**src/rtl/multi_cycle_pkg.sv**
```systemverilog
// Shared encodings for the multi-cycle controller: state codes, RISC-V opcodes,
// ALU operation codes and ALU operand selects.
package multi_cycle_pkg;

  typedef enum logic [3:0] {
    StFetch    = 4'd0,
    StDecode   = 4'd1,
    StExecR    = 4'd2,
    StExecI    = 4'd3,
    StMemAddr  = 4'd4,
    StMemRead  = 4'd5,
    StMemWb    = 4'd6,
    StMemWrite = 4'd7,
    StAluWb    = 4'd8,
    StBranch   = 4'd9,
    StLui      = 4'd10,
    StIllegal  = 4'd11
  } state_e;

  localparam logic [6:0] OpRType  = 7'b0110011;
  localparam logic [6:0] OpIType  = 7'b0010011;
  localparam logic [6:0] OpLoad   = 7'b0000011;
  localparam logic [6:0] OpStore  = 7'b0100011;
  localparam logic [6:0] OpBranch = 7'b1100011;
  localparam logic [6:0] OpLui    = 7'b0110111;

  localparam logic [2:0] AluFunct = 3'b000;
  localparam logic [2:0] AluSub   = 3'b001;
  localparam logic [2:0] AluPassB = 3'b010;
  localparam logic [2:0] AluAdd   = 3'b011;

  localparam logic [1:0] SrcAPc   = 2'b00;
  localparam logic [1:0] SrcARs1  = 2'b01;
  localparam logic [1:0] SrcAZero = 2'b10;
  localparam logic [1:0] SrcBRs2  = 2'b00;
  localparam logic [1:0] SrcBFour = 2'b01;
  localparam logic [1:0] SrcBImm  = 2'b10;

endpackage

```
**src/rtl/mcc_output_decode.sv**
```systemverilog
// Control output decode for the multi-cycle controller. Moore outputs from the
// state code, plus the handshake- and Zero-qualified enables.
module mcc_output_decode
  import multi_cycle_pkg::*;
(
  input  logic [3:0] state,
  input  logic       Zero_i,
  input  logic       Mem_Ready_i,
  output logic       PC_Write_o,
  output logic       IR_Write_o,
  output logic       I_or_D_o,
  output logic       Mem_Read_o,
  output logic       Mem_Write_o,
  output logic       Mem_to_Reg_o,
  output logic       Reg_Write_o,
  output logic       PC_Src_o,
  output logic [1:0] ALU_Src_A_o,
  output logic [1:0] ALU_Src_B_o,
  output logic [2:0] ALU_Op_o,
  output logic       Instr_Done_o,
  output logic       Illegal_o
);

  always_comb begin
    PC_Write_o   = 1'b0;
    IR_Write_o   = 1'b0;
    I_or_D_o     = 1'b0;
    Mem_Read_o   = 1'b0;
    Mem_Write_o  = 1'b0;
    Mem_to_Reg_o = 1'b0;
    Reg_Write_o  = 1'b0;
    PC_Src_o     = 1'b0;
    ALU_Src_A_o  = SrcAPc;
    ALU_Src_B_o  = SrcBRs2;
    ALU_Op_o     = AluFunct;
    Instr_Done_o = 1'b0;
    Illegal_o    = 1'b0;
    case (state)
      StFetch: begin
        Mem_Read_o  = 1'b1;
        ALU_Src_B_o = SrcBFour;
        ALU_Op_o    = AluAdd;
        // IR load and PC+4 commit only when the instruction word arrives
        IR_Write_o  = Mem_Ready_i;
        PC_Write_o  = Mem_Ready_i;
      end
      StDecode: begin
        ALU_Src_B_o = SrcBImm;
        ALU_Op_o    = AluAdd;
      end
      StExecR: begin
        ALU_Src_A_o = SrcARs1;
      end
      StExecI: begin
        ALU_Src_A_o = SrcARs1;
        ALU_Src_B_o = SrcBImm;
      end
      StMemAddr: begin
        ALU_Src_A_o = SrcARs1;
        ALU_Src_B_o = SrcBImm;
        ALU_Op_o    = AluAdd;
      end
      StMemRead: begin
        I_or_D_o   = 1'b1;
        Mem_Read_o = 1'b1;
      end
      StMemWb: begin
        Reg_Write_o  = 1'b1;
        Mem_to_Reg_o = 1'b1;
        Instr_Done_o = 1'b1;
      end
      StMemWrite: begin
        I_or_D_o     = 1'b1;
        Mem_Write_o  = 1'b1;
        Instr_Done_o = Mem_Ready_i;
      end
      StAluWb: begin
        Reg_Write_o  = 1'b1;
        Instr_Done_o = 1'b1;
      end
      StBranch: begin
        ALU_Src_A_o  = SrcARs1;
        ALU_Op_o     = AluSub;
        PC_Src_o     = 1'b1;
        PC_Write_o   = Zero_i;
        Instr_Done_o = 1'b1;
      end
      StLui: begin
        ALU_Src_A_o = SrcAZero;
        ALU_Src_B_o = SrcBImm;
        ALU_Op_o    = AluPassB;
      end
      StIllegal: begin
        Illegal_o = 1'b1;
      end
      default: ;
    endcase
  end

endmodule

```
**src/rtl/multi_cycle_control.sv**
```systemverilog
// Multi-cycle RISC-V control FSM: state register, latched opcode and next-state
// logic; output decoding lives in mcc_output_decode.
module multi_cycle_control
  import multi_cycle_pkg::*;
(
  input  logic       clk,
  input  logic       reset,
  input  logic [6:0] OP_i,
  input  logic       Zero_i,
  input  logic       Mem_Ready_i,
  output logic       PC_Write_o,
  output logic       IR_Write_o,
  output logic       I_or_D_o,
  output logic       Mem_Read_o,
  output logic       Mem_Write_o,
  output logic       Mem_to_Reg_o,
  output logic       Reg_Write_o,
  output logic       PC_Src_o,
  output logic [1:0] ALU_Src_A_o,
  output logic [1:0] ALU_Src_B_o,
  output logic [2:0] ALU_Op_o,
  output logic       Instr_Done_o,
  output logic       Illegal_o,
  output logic [3:0] State_o
);

  state_e     state_q, state_d;
  logic [6:0] op_q, op_d;
  logic [3:0] dec_state;
  logic       dec_pc_write, dec_ir_write;

  always_ff @(posedge clk) begin
    if (reset) begin
      state_q <= StFetch;
      op_q    <= '0;
    end else begin
      state_q <= state_d;
      op_q    <= op_d;
    end
  end

  always_comb begin
    state_d = state_q;
    op_d    = op_q;
    case (state_q)
      StFetch: begin
        if (Mem_Ready_i) state_d = StDecode;
      end
      StDecode: begin
        op_d = OP_i;
        case (OP_i)
          OpRType:         state_d = StExecR;
          OpIType:         state_d = StExecI;
          OpLoad, OpStore: state_d = StMemAddr;
          OpBranch:        state_d = StBranch;
          OpLui:           state_d = StLui;
          default:         state_d = StIllegal;
        endcase
      end
      StExecR, StExecI, StLui: state_d = StAluWb;
      StMemAddr: state_d = (op_q == OpStore) ? StMemWrite : StMemRead;
      StMemRead: begin
        if (Mem_Ready_i) state_d = StMemWb;
      end
      StMemWrite: begin
        if (Mem_Ready_i) state_d = StFetch;
      end
      default: state_d = StFetch;
    endcase
  end

  // While reset is held the datapath sees FETCH controls with its enables off,
  // even if the register still holds a mid-instruction state.
  assign dec_state = reset ? StFetch : state_q;

  mcc_output_decode u_output_decode (
    .state        (dec_state),
    .Zero_i       (Zero_i),
    .Mem_Ready_i  (Mem_Ready_i),
    .PC_Write_o   (dec_pc_write),
    .IR_Write_o   (dec_ir_write),
    .I_or_D_o     (I_or_D_o),
    .Mem_Read_o   (Mem_Read_o),
    .Mem_Write_o  (Mem_Write_o),
    .Mem_to_Reg_o (Mem_to_Reg_o),
    .Reg_Write_o  (Reg_Write_o),
    .PC_Src_o     (PC_Src_o),
    .ALU_Src_A_o  (ALU_Src_A_o),
    .ALU_Src_B_o  (ALU_Src_B_o),
    .ALU_Op_o     (ALU_Op_o),
    .Instr_Done_o (Instr_Done_o),
    .Illegal_o    (Illegal_o)
  );

  assign PC_Write_o = dec_pc_write & ~reset;
  assign IR_Write_o = dec_ir_write & ~reset;
  assign State_o    = state_q;

endmodule

```
**config.mk**
```make
export PLATFORM = sky130hd
export DESIGN_NAME = multi_cycle_control
export DESIGN_NICKNAME = d
export VERILOG_FILES = /design/src/rtl/multi_cycle_pkg.sv /design/src/rtl/mcc_output_decode.sv /design/src/rtl/multi_cycle_control.sv
export SDC_FILE = /design/constraint.sdc
export NUM_CORES = 1
export LEC_CHECK = 0
export ABC_AREA = 1
export ABC_CLOCK_PERIOD_IN_PS = 1400
export BUFFER_PORTS_ARGS = -buffer_cell sky130_fd_sc_hd__buf_2
export CAP_MARGIN = 10
export CORE_MARGIN = 2
export CORE_UTILIZATION = 46
export CTS_CLUSTER_SIZE = 28
export DETAILED_ROUTE_END_ITERATION = 10
export GPL_TIMING_DRIVEN = 1
export PLACE_DENSITY = 0.77
export SLEW_MARGIN = 20
export SYNTH_ARGS = -nofsm -noshare
export SYNTH_HDL_FRONTEND = slang
export SYNTH_SLANG_ARGS = --single-unit
```
**constraint.sdc**
```tcl
create_clock -name clk -period 1.4 [get_ports clk]
set_input_delay 0.28 -clock clk [delete_from_list [all_inputs] [get_ports clk]]
set_output_delay 0.28 -clock clk [all_outputs]
set_load 0.01 [all_outputs]
```
=== Word-level counts from Yosys, hierarchy flattened ===
Cells that the tools add are included.

* Flip-flop bits (word level): 11
* Bits in latches: 0
* Memory bits (writable): 0
* ROM bits: 0
* Input port bits: 11
* Output and inout port bits: 21
* Word-level logic and storage cells: 65
* Memories: 0

* $add $sub $neg: 0
* $mul: 0
* Divide/modulo/power cells: 0
* Magnitude comparators: 0
* Equal/unequal tests: 28
* Shift-type cells: 0
* Muxes and demuxes: 20
* Bitwise logic cells: 3
* Reductions and logical operators: 12

{| class="wikitable"
|+ Operators by type and width
! operator !! number
|-
| $eq A4 B3 Y1 const B || 7
|-
| $eq A7 B6 Y1 const B || 4
|-
| $pmux W4 S6 || 1
|-
| $eq A4 B4 Y1 const B || 5
|-
| $pmux W4 S5 || 1
|-
| $eq A4 B2 Y1 const B || 4
|-
| $mux W4 || 4
|-
| $reduce_or A3 Y1 || 3
|-
| $eq A4 B1 Y1 const B || 2
|-
| $logic_not A4 Y1 || 2
|-
| $mux W1 || 8
|-
| $pmux W2 S2 || 2
|-
| $reduce_or A2 Y1 || 4
|-
| $reduce_or A4 Y1 || 2
|-
| $eq A7 B2 Y1 const B || 1
|-
| $eq A7 B5 Y1 const B || 1
|-
| $eq A7 B7 Y1 const B || 1
|-
| $ne A2 B2 Y1 const B || 3
|-
| $pmux W2 S3 || 1
|-
| $pmux W1 S2 || 2
|-
| $reduce_and A3 Y1 || 1
|-
| $and A1 B1 Y1 || 2
|-
| $mux W2 || 1
|-
| $not A1 Y1 || 1
|}

=== Longest topological paths before layout ===
Gate-level depths: netlist of the first run.

* Depth after elaboration: 4
* Gate-level depth with buffers: 11
* Depth with buffers taken out: 11

=== Modules after synthesis ===
Synthesis of the first run repeated with hierarchy kept, for this count alone.

* Cell total of the unflattened synthesis: 154
* Area, all modules: 898.4 um^2

{| class="wikitable"
|+ Modules (own cells, without submodules)
! module !! times used !! cells an instance !! area an instance (um^2) !! sequential area each (um^2)
|-
| multi_cycle_control || 1 || 108 || 678.2 || 220.2
|-
| mcc_output_decode || 1 || 46 || 220.2 || 0.0
|}

=== Worst setup path after synthesis of the first run ===
OpenSTA, ideal clock, no wires.

* Kind: flip-flop to output port
* Start point: register state_q[0] (netlist: State_o[0])
* End point: output port Instr_Done_o
* Arrival time: 1.291 ns
* Required time: 1.120 ns
* Setup slack: -0.171 ns
* Stages on the path, launching flop included: 9
* Path buffers: 0
* Path through: dfxtp_1 inv_1 nor2_1 inv_1 nor2_1 inv_1 nor2_1 a21oi_1 nand2_1

* Word-level cells in the longest chain between the ends: 4
* Elaborated cells between the ends (all ways): 7
* Classes of those cells: 4 x eq/ne; 2 x mux; 1 x reduce/logical

{| class="wikitable"
|+ Ends and longest elaborated chain
! element !! line !! text
|-
| from (decl) || multi_cycle_control.sv:27 || <nowiki>state_e state_q, state_d;</nowiki>
|-
| from (signal assigned) || multi_cycle_control.sv:34 || <nowiki>state_q <= StFetch;</nowiki>
|-
| from (signal assigned) || multi_cycle_control.sv:37 || <nowiki>state_q <= state_d;</nowiki>
|-
| $mux W4 * || multi_cycle_control.sv:74 || <nowiki>assign dec_state = reset ? StFetch : state_q;</nowiki>
|-
| $eq A4 B3 Y1 or $eq A4 B4 Y1 (tied branches) || mcc_output_decode.sv:38 || <nowiki>case (state)</nowiki>
|-
| $reduce_or A3 Y1 (no line) || n/a ||
|-
| $pmux W1 S2 * || mcc_output_decode.sv:38 ||
|-
| to (decl) || multi_cycle_control.sv:22 || <nowiki>output logic Instr_Done_o,</nowiki>
|}

Mark *: on every way between the ends. The rest lies on a longest branch, timed or not.

=== Worst setup path after layout of the first run ===
* Start point: register state_q[3] (netlist: State_o[3])
* End point: output port PC_Write_o

* Word-level cells in the longest chain between the ends: 4
* Elaborated cells between the ends (all ways): 5
* Classes of those cells: 1 x eq/ne; 2 x mux; 1 x bitwise; 1 x reduce/logical

{| class="wikitable"
|+ Ends and longest elaborated chain
! element !! line !! text
|-
| $mux W4 * || multi_cycle_control.sv:74 ||
|-
| $eq A4 B4 Y1 or $logic_not A4 Y1 (tied branches) || mcc_output_decode.sv:38 ||
|-
| $pmux W1 S2 * || mcc_output_decode.sv:38 ||
|-
| $and A1 B1 Y1 * || multi_cycle_control.sv:95 || <nowiki>assign PC_Write_o = dec_pc_write & ~reset;</nowiki>
|-
| to (decl) || multi_cycle_control.sv:11 || <nowiki>output logic PC_Write_o,</nowiki>
|}

Marks and branches as above.

==> impl_metrics.yaml, run 1 <==
cts:
  cts_made_buffers: 3
  h-tree-depth: 1
  cts_tree: "built"
  clk_latency_ns: 0.27
  clk_pin_slew_ns: 0.07
  cts_buffer_depth: 2
  cts-root-buf: "clkbuf_4"
  clock_sinks: 11
global_route:
  grt_max_degree: 13
  antenna_found_initial: 0
  grt_pass1_wl_um: 4170
  track_usage_pct: 27.8
  grt_pass1_vias: 1007
  grt-ovfl-total: 0
yosys:
  syn_area_um2: 786
  yosysWarnings: 0
  yosys_register_bits: 11
  yosysTopAreaCell: "dfxtp_1"
  synth-seq-area-share_pct: 28.0
  synth.distinct_cells: 24
  syn_inst: 130
  avgSynthCellArea_um2: 6.04
  synth_nets: 141
  ys_top_cells_by_area: "dfxtp_1, nor2_1, nand2_1"
  synth.top_cell.area_share_pct: 28.0
worst_hold_path:
  hold_path.class: "in -> reg"
  holdPathStages: 3
placement:
  place_congestion: 0.915
  hpwl_um: 1910
  placed_cells: 192
  io_buffer_count: 30
layout:
  final_nets: 201
  multiInputGateArea_um2: 562
  antenna_cells: 0
  syn2layout_area_growth_pct: 65.6
  nFillCells: 99
  final_cell_count_no_fill: 205
  regArea_um2: 225
  drive_above_1_share_pct: 53.4
route:
  viasPerCell: 5.71
  wl_met2_um: 1650
  topRoutingLayerUsed: "met4"
  wl_per_cell_um: 16.1
  met3_length_um: 249
  via_count: 1171
  routed_wl_um: 3300
  drc: 0
  wl_met1_um: 1230
  detail_route.first_pass.iterations: 4
  drtAntennaViolNets: 0
  drt-initial-drc-count: 37
worst_setup_path:
  worstSetupStartpointType: "flop"
  path_common_cell: "nand2_1"
  r2r_setup_slack_ns: -0.15
  cp_num_cells: 7
  r2r_cells: 10
  cpPeakStageDelay_ns: 0.35
  critPathKind: "reg -> out"
  cp_slowest_cell: "dfxtp_2"
  path_cells: "buf_4, nor2_4, nand3_1, nand2_1, nand2_1, o21ai_1, buf_2"
  path_delay_family: "simple AND/OR/NAND/NOR gates"
  path_max_fanout: 4
  arrival_ns: 1.47
  cp.buffers_inverters: 2
  cp-end-kind: "primary output"
  critical_path_required_ns: 1.12
floorplanning:
  die_area_mm2: 0.00205
  core_area_mm2: 0.00156
  die_y_um: 45.3
  start_util_pct: 50.4
  ios: 32
  row_count: 14
  die_w_um: 45.3
pwr:
  design_power_total_mw: 2.02
  leakagePower_nw: 0.640
  irDropWorstVdd_uv: 1150
  powerDensity_mw_per_mm2: 1550
run_status:
  status: "finished with violations"
  violations: "setup timing"
sta:
  rsz0062_at_grt: "yes"
  period_needed_ns: 1.75
  fin_ws_ns: -0.351
  hold_viol: 0
  setup-violations-final: 19
  fin_skew_ns: 0.00672
  fmax_mhz: 571
  tns_ns: -3.51
  slew_violations: 0
  period_share_pct: 125
job:
  drv_cap: 0
[power breakdown]
part	switching [mW]	leakage [nW]	internal [mW]	total, mW
Sequential	0.0644	0.0920	0.419	0.483
Combinational	0.758	0.530	0.570	1.33
Clock	0.104	0.0177	0.106	0.210
[path summary, 6_finish.rpt]
kind	endpoint	start
worst max-delay path	PC_Write_o	State_o[3]
worst min-delay path	op_q[2]	OP_i[2]
worst max register to register	State_o[0]	State_o[2]
worst min register to register	op_q[0]	op_q[0]
[cell usage after synthesis]
| library cell | instances |
|---|---|
| dfxtp_1 | 11 |
| nor4_1 | 1 |
| o211a_1 | 1 |
| inv_2 | 2 |
| o21ai_1 | 1 |
| nand4_1 | 3 |
| o22ai_1 | 2 |
| a211oi_1 | 2 |
| conb_1 | 1 |
| a21oi_1 | 9 |
| nand2_2 | 1 |
| a31oi_1 | 1 |
| or2_0 | 1 |
| nand3_1 | 10 |
| nand2_1 | 22 |
| nor2_1 | 23 |
| buf_4 | 3 |
| o211ai_1 | 4 |
| clkbuf_1 | 1 |
| inv_1 | 19 |
| o21ai_2 | 2 |
| o21ai_0 | 7 |
| nor2_2 | 2 |
| buf_6 | 1 |
[metrics by stage]
stage          hold slack [ns]  util (%)  cell area (um2)  setup WS, ns
2_1_floorplan            0.428         -              803      -0.00463
3_3_place_gp             0.439      70.1             1090       -0.0350
3_5_place_dp             0.451      70.1             1090       -0.0770
4_1_cts                  0.295      74.6             1160        -0.245
5_1_grt                  0.338      83.5             1300        -0.424
6_report                 0.307      83.5             1300        -0.351
[state kept, by name, summed over array words and instances, names as in the netlist]
register / count
State_o: 4
op_q: 7
[area by class of cell]
cell class / instances / share of cell area (%)
Inverter: 21 / 6.44
Sequential cell: 11 / 17.3
Tap cell: 16 / 1.54
Clock buffer: 3 / 1.73
Clock inverter: 1 / 0.385
Multi-Input combinational cell: 93 / 43.2
Timing Repair Buffer: 60 / 29.4
[per-layer routing]
metal / vias to the layer above / global-route usage [%]
met5: - / 0
met4: 0 / 11.2
met3: 22 / 3.60
met2: 65 / 48.6
met1: 542 / 34.2
li1: 542 / -
[cells in the final DEF (no fill, tap or decap), types with 2 or more instances in the layout]
master,count
nor2_4,6
buf_4,28
dfxtp_1,7
o21ai_1,2
nor2_2,6
o21ai_0,6
dfxtp_2,4
clkbuf_4,3
inv_1,13
nand3_1,9
nand4_1,3
nand2_1,18
nand2_2,4
a211oi_1,2
inv_2,6
a21oi_2,2
o211ai_1,4
buf_6,2
nor2_1,13
a21oi_1,7
buf_2,30
inv_4,2
[tightest hold or removal path: stages]
cell and delay [ns]:
buf_2 0.11, inv_1 0.07, a21oi_1 0.07
[timing repair]
| action | CTS | global route |
|---|---|---|
| pin swaps | 3 | 9 |
| setup endpoints to repair | 20 | 24 |
| resized for setup | 13 | 25 |
| buffers inserted | 3 | 7 |
| hold buffers | 0 | 0 |
[logic make-up after synthesis]
| group | synth area share [%] |
|---|---|
| AO/OA/AOI/OAI | 22.5 |
| flip-flops | 28.0 |
| buffers and inverters | 14.8 |
| other | 0.477 |
| AND/OR/NAND/NOR | 34.2 |
Note: power is estimated with default switching activity, not from simulation.
==> run 2: changes to the inputs <==
--- a/config.mk
+++ b/config.mk
@@ -5,12 +5,11 @@
 export SDC_FILE = /design/constraint.sdc
 export NUM_CORES = 1
 export LEC_CHECK = 0
-export ABC_AREA = 1
 export ABC_CLOCK_PERIOD_IN_PS = 1400
 export BUFFER_PORTS_ARGS = -buffer_cell sky130_fd_sc_hd__buf_2
 export CAP_MARGIN = 10
 export CORE_MARGIN = 2
-export CORE_UTILIZATION = 46
+export CORE_UTILIZATION = 47
 export CTS_CLUSTER_SIZE = 28
 export DETAILED_ROUTE_END_ITERATION = 10
 export GPL_TIMING_DRIVEN = 1
==> run 2 against run 1 <==
Compared with the run above:
- flip-flop and latch count stayed put
- largest cell class unchanged
- the run still ends with setup timing left
- die area up 1.9%
- highest routed layer unchanged
- via count rose by 22%
- register-to-register slack worse by 0.07 ns
- clock skew is 0.0032 ns higher
- critical endpoint unchanged
- combinational power down 18%
- count of clock-buffer cells in the layout rose by 1
==> impl_metrics.yaml, run 2 <==
run_status:
  status: "finished with violations"
  violations: "setup timing"
placement:
  place_congestion: 0.826
  dpl-instance-area_mm2: 0.00110
  io_buffer_count: 30
  hpwl_um: 1760
  place_ws_ns: -0.0188
global_route:
  grt_pass1_vias: 1071
  grt-ovfl-total: 0
  track_usage_pct: 32.1
  grt_max_degree: 13
  antenna_found_initial: 0
  grt_pass1_wl_um: 4870
yosys:
  synth_common_cells: "nand2_1, a21oi_1, dfxtp_1, nor3_1, nor2_1"
  ys_top_cells_by_area: "dfxtp_1, nand2_1, a21oi_1"
  synth_most_common_cell: "nand2_1"
  synth.distinct_cells: 39
  yosysWarnings: 0
  synth.top_cell.area_share_pct: 26.9
  synth_nets: 129
  avgSynthCellArea_um2: 6.95
  ys_async_sr_fraction_pct: 0
  syn_inst: 118
  yosys_register_bits: 11
  synth_edf_count: 0
  yosysTopAreaCell: "dfxtp_1"
  synth-seq-area-share_pct: 26.9
  synthFlopType: "dfxtp_1"
  syn_area_um2: 820
pwr:
  powerDensity_mw_per_mm2: 1070
  irDropWorstVdd_uv: 1020
  leakagePower_nw: 0.714
layout:
  final_cell_mix: "buf_4, buf_2, nand2_1"
  final_nets: 201
  fin_util_pct: 96.1
  drive_above_1_share_pct: 65.1
  layout_commonest_cell: "buf_4"
  syn2layout_area_growth_pct: 98.2
  largest_reg_flops: 7
  antenna_cells: 0
  fin_area_mm2: 0.00162
  max_flop_register: "op_q"
route:
  detail_route.first_pass.iterations: 4
  drtAntennaViolNets: 0
  via_count: 1423
  drc: 0
  wl_per_cell_um: 24.5
  routed_wl_um: 5040
  drt-initial-drc-count: 108
  viasPerCell: 6.91
sta:
  period_needed_ns: 1.90
  rsz0062_at_grt: "yes"
  fin_skew_ns: 0.00988
  fmax_mhz: 526
  setup-violations-final: 27
  fin_ws_ns: -0.500
  period_share_pct: 136
  slew_violations: 0
  hold_viol: 0
cts:
  cts_tree: "built"
  h-tree-depth: 1
  cts_made_buffers: 3
  clk_pin_slew_ns: 0.07
  cts_buffer_depth: 2
  cts-root-buf: "clkbuf_4"
  clock_sinks: 11
  cts_hold_buf: 0
  clk_latency_ns: 0.28
floorplanning:
  start_util_pct: 48.5
  die_w_um: 45.8
  die_y_um: 45.8
  core_area_mm2: 0.00169
  ios: 32
  row_count: 15
  die_area_mm2: 0.00209
worst_setup_path:
  worstSetupStartpointType: "flop"
  critical_path_required_ns: 1.12
  startpoint: "State_o[1]"
  r2r_setup_slack_ns: -0.22
  cp-end-kind: "primary output"
  r2r-start: "State_o[1]"
  crit-reg2reg-capture: "State_o[1]"
  endpoint: "PC_Write_o"
  r2r_cells: 8
  path_max_fanout: 5
  arrival_ns: 1.62
  critPathKind: "reg -> out"
worst_hold_path:
  hold_path.class: "in -> reg"
job:
  drv_cap: 0
[run 2: cell types whose count changed after synthesis, sizes merged, moves of 6 or more]
cell / previous run / this run
nor3: 0 / 12
nand3: 10 / 1
nor2: 25 / 10
nand2b: 0 / 6
o21ai: 10 / 3
inv: 21 / 4
[run 2: cell type report]
cell class                      instances  area, um2
Multi-Input combinational cell         95        763
Timing Repair Buffer                   75        563
Sequential cell                        11        235
Fill cell                              39       65.1
Clock buffer                            4       26.3
Tap cell                               17       21.3
Inverter                                4       15.0
[run 2: logic make-up after synthesis]
group,Yosys count,synth area share [%]
buffers and inverters,12,6.72
AOI/OAI and AO/OA,31,25.0
other,1,0.458
and+or+nand+nor,63,40.9
DFF,11,26.9
[run 2: through the flow]
stage / instances / TNS (ns) / total power, mW / hold WS (ns)
after floorplan: 118 / -0.0152 / 0.788 / 0.416
final: 206 / -5.38 / 1.75 / 0.287
after detailed placement: 173 / -0.0369 / 1.01 / 0.446
after CTS: 192 / -2.35 / 1.39 / 0.248
after global routing: 206 / -6.22 / 1.79 / 0.286
after global placement: 173 / 0 / 0.988 / 0.444
[run 2: worst max-delay path, stage by stage, from the launching register on]
cell       delay, ns
dfxtp_4         0.38
buf_6           0.12
nor3_4          0.19
nand2_1         0.14
a2bb2oi_1       0.16
nor2_1          0.18
buf_2           0.17
[run 2: what timing repair did]
item / 4_1_cts / 5_1_grt
buffers inserted: 16 / 14
endpoints found under the setup margin: 17 / 23
gates resized for setup: 30 / 32
pin swaps: 14 / 18
[run 2: routing by layer]
metal / vias to the layer above / part of all wire (%) / wire length [um] / GRT usage (%)
met1: 620 / 33 / 1670 / 37.1
met5: - / 0 / 0 / 0
met4: 0 / 11 / 541 / 20.6
met2: 172 / 43 / 2160 / 54.1
li1: 560 / - / - / -
met3: 71 / 13 / 673 / 5.56
[run 2: how the worst min path moves through the flow]
stage,from,end,slack (ns),cells after the start
floorplan,OP_i[5],op_q[5],0.42,2
global placement,op_q[5],op_q[5],0.44,2
detailed placement,op_q[1],op_q[1],0.45,2
CTS,OP_i[0],op_q[0],0.25,3
global route,OP_i[2],op_q[2],0.29,3
finish,OP_i[2],op_q[2],0.29,3
[run 2: power breakdown]
group,internal (mW),switching (mW),leakage [nW]
clock network,0.111,0.109,0.0150
registers,0.362,0.0758,0.0926
logic,0.513,0.575,0.607
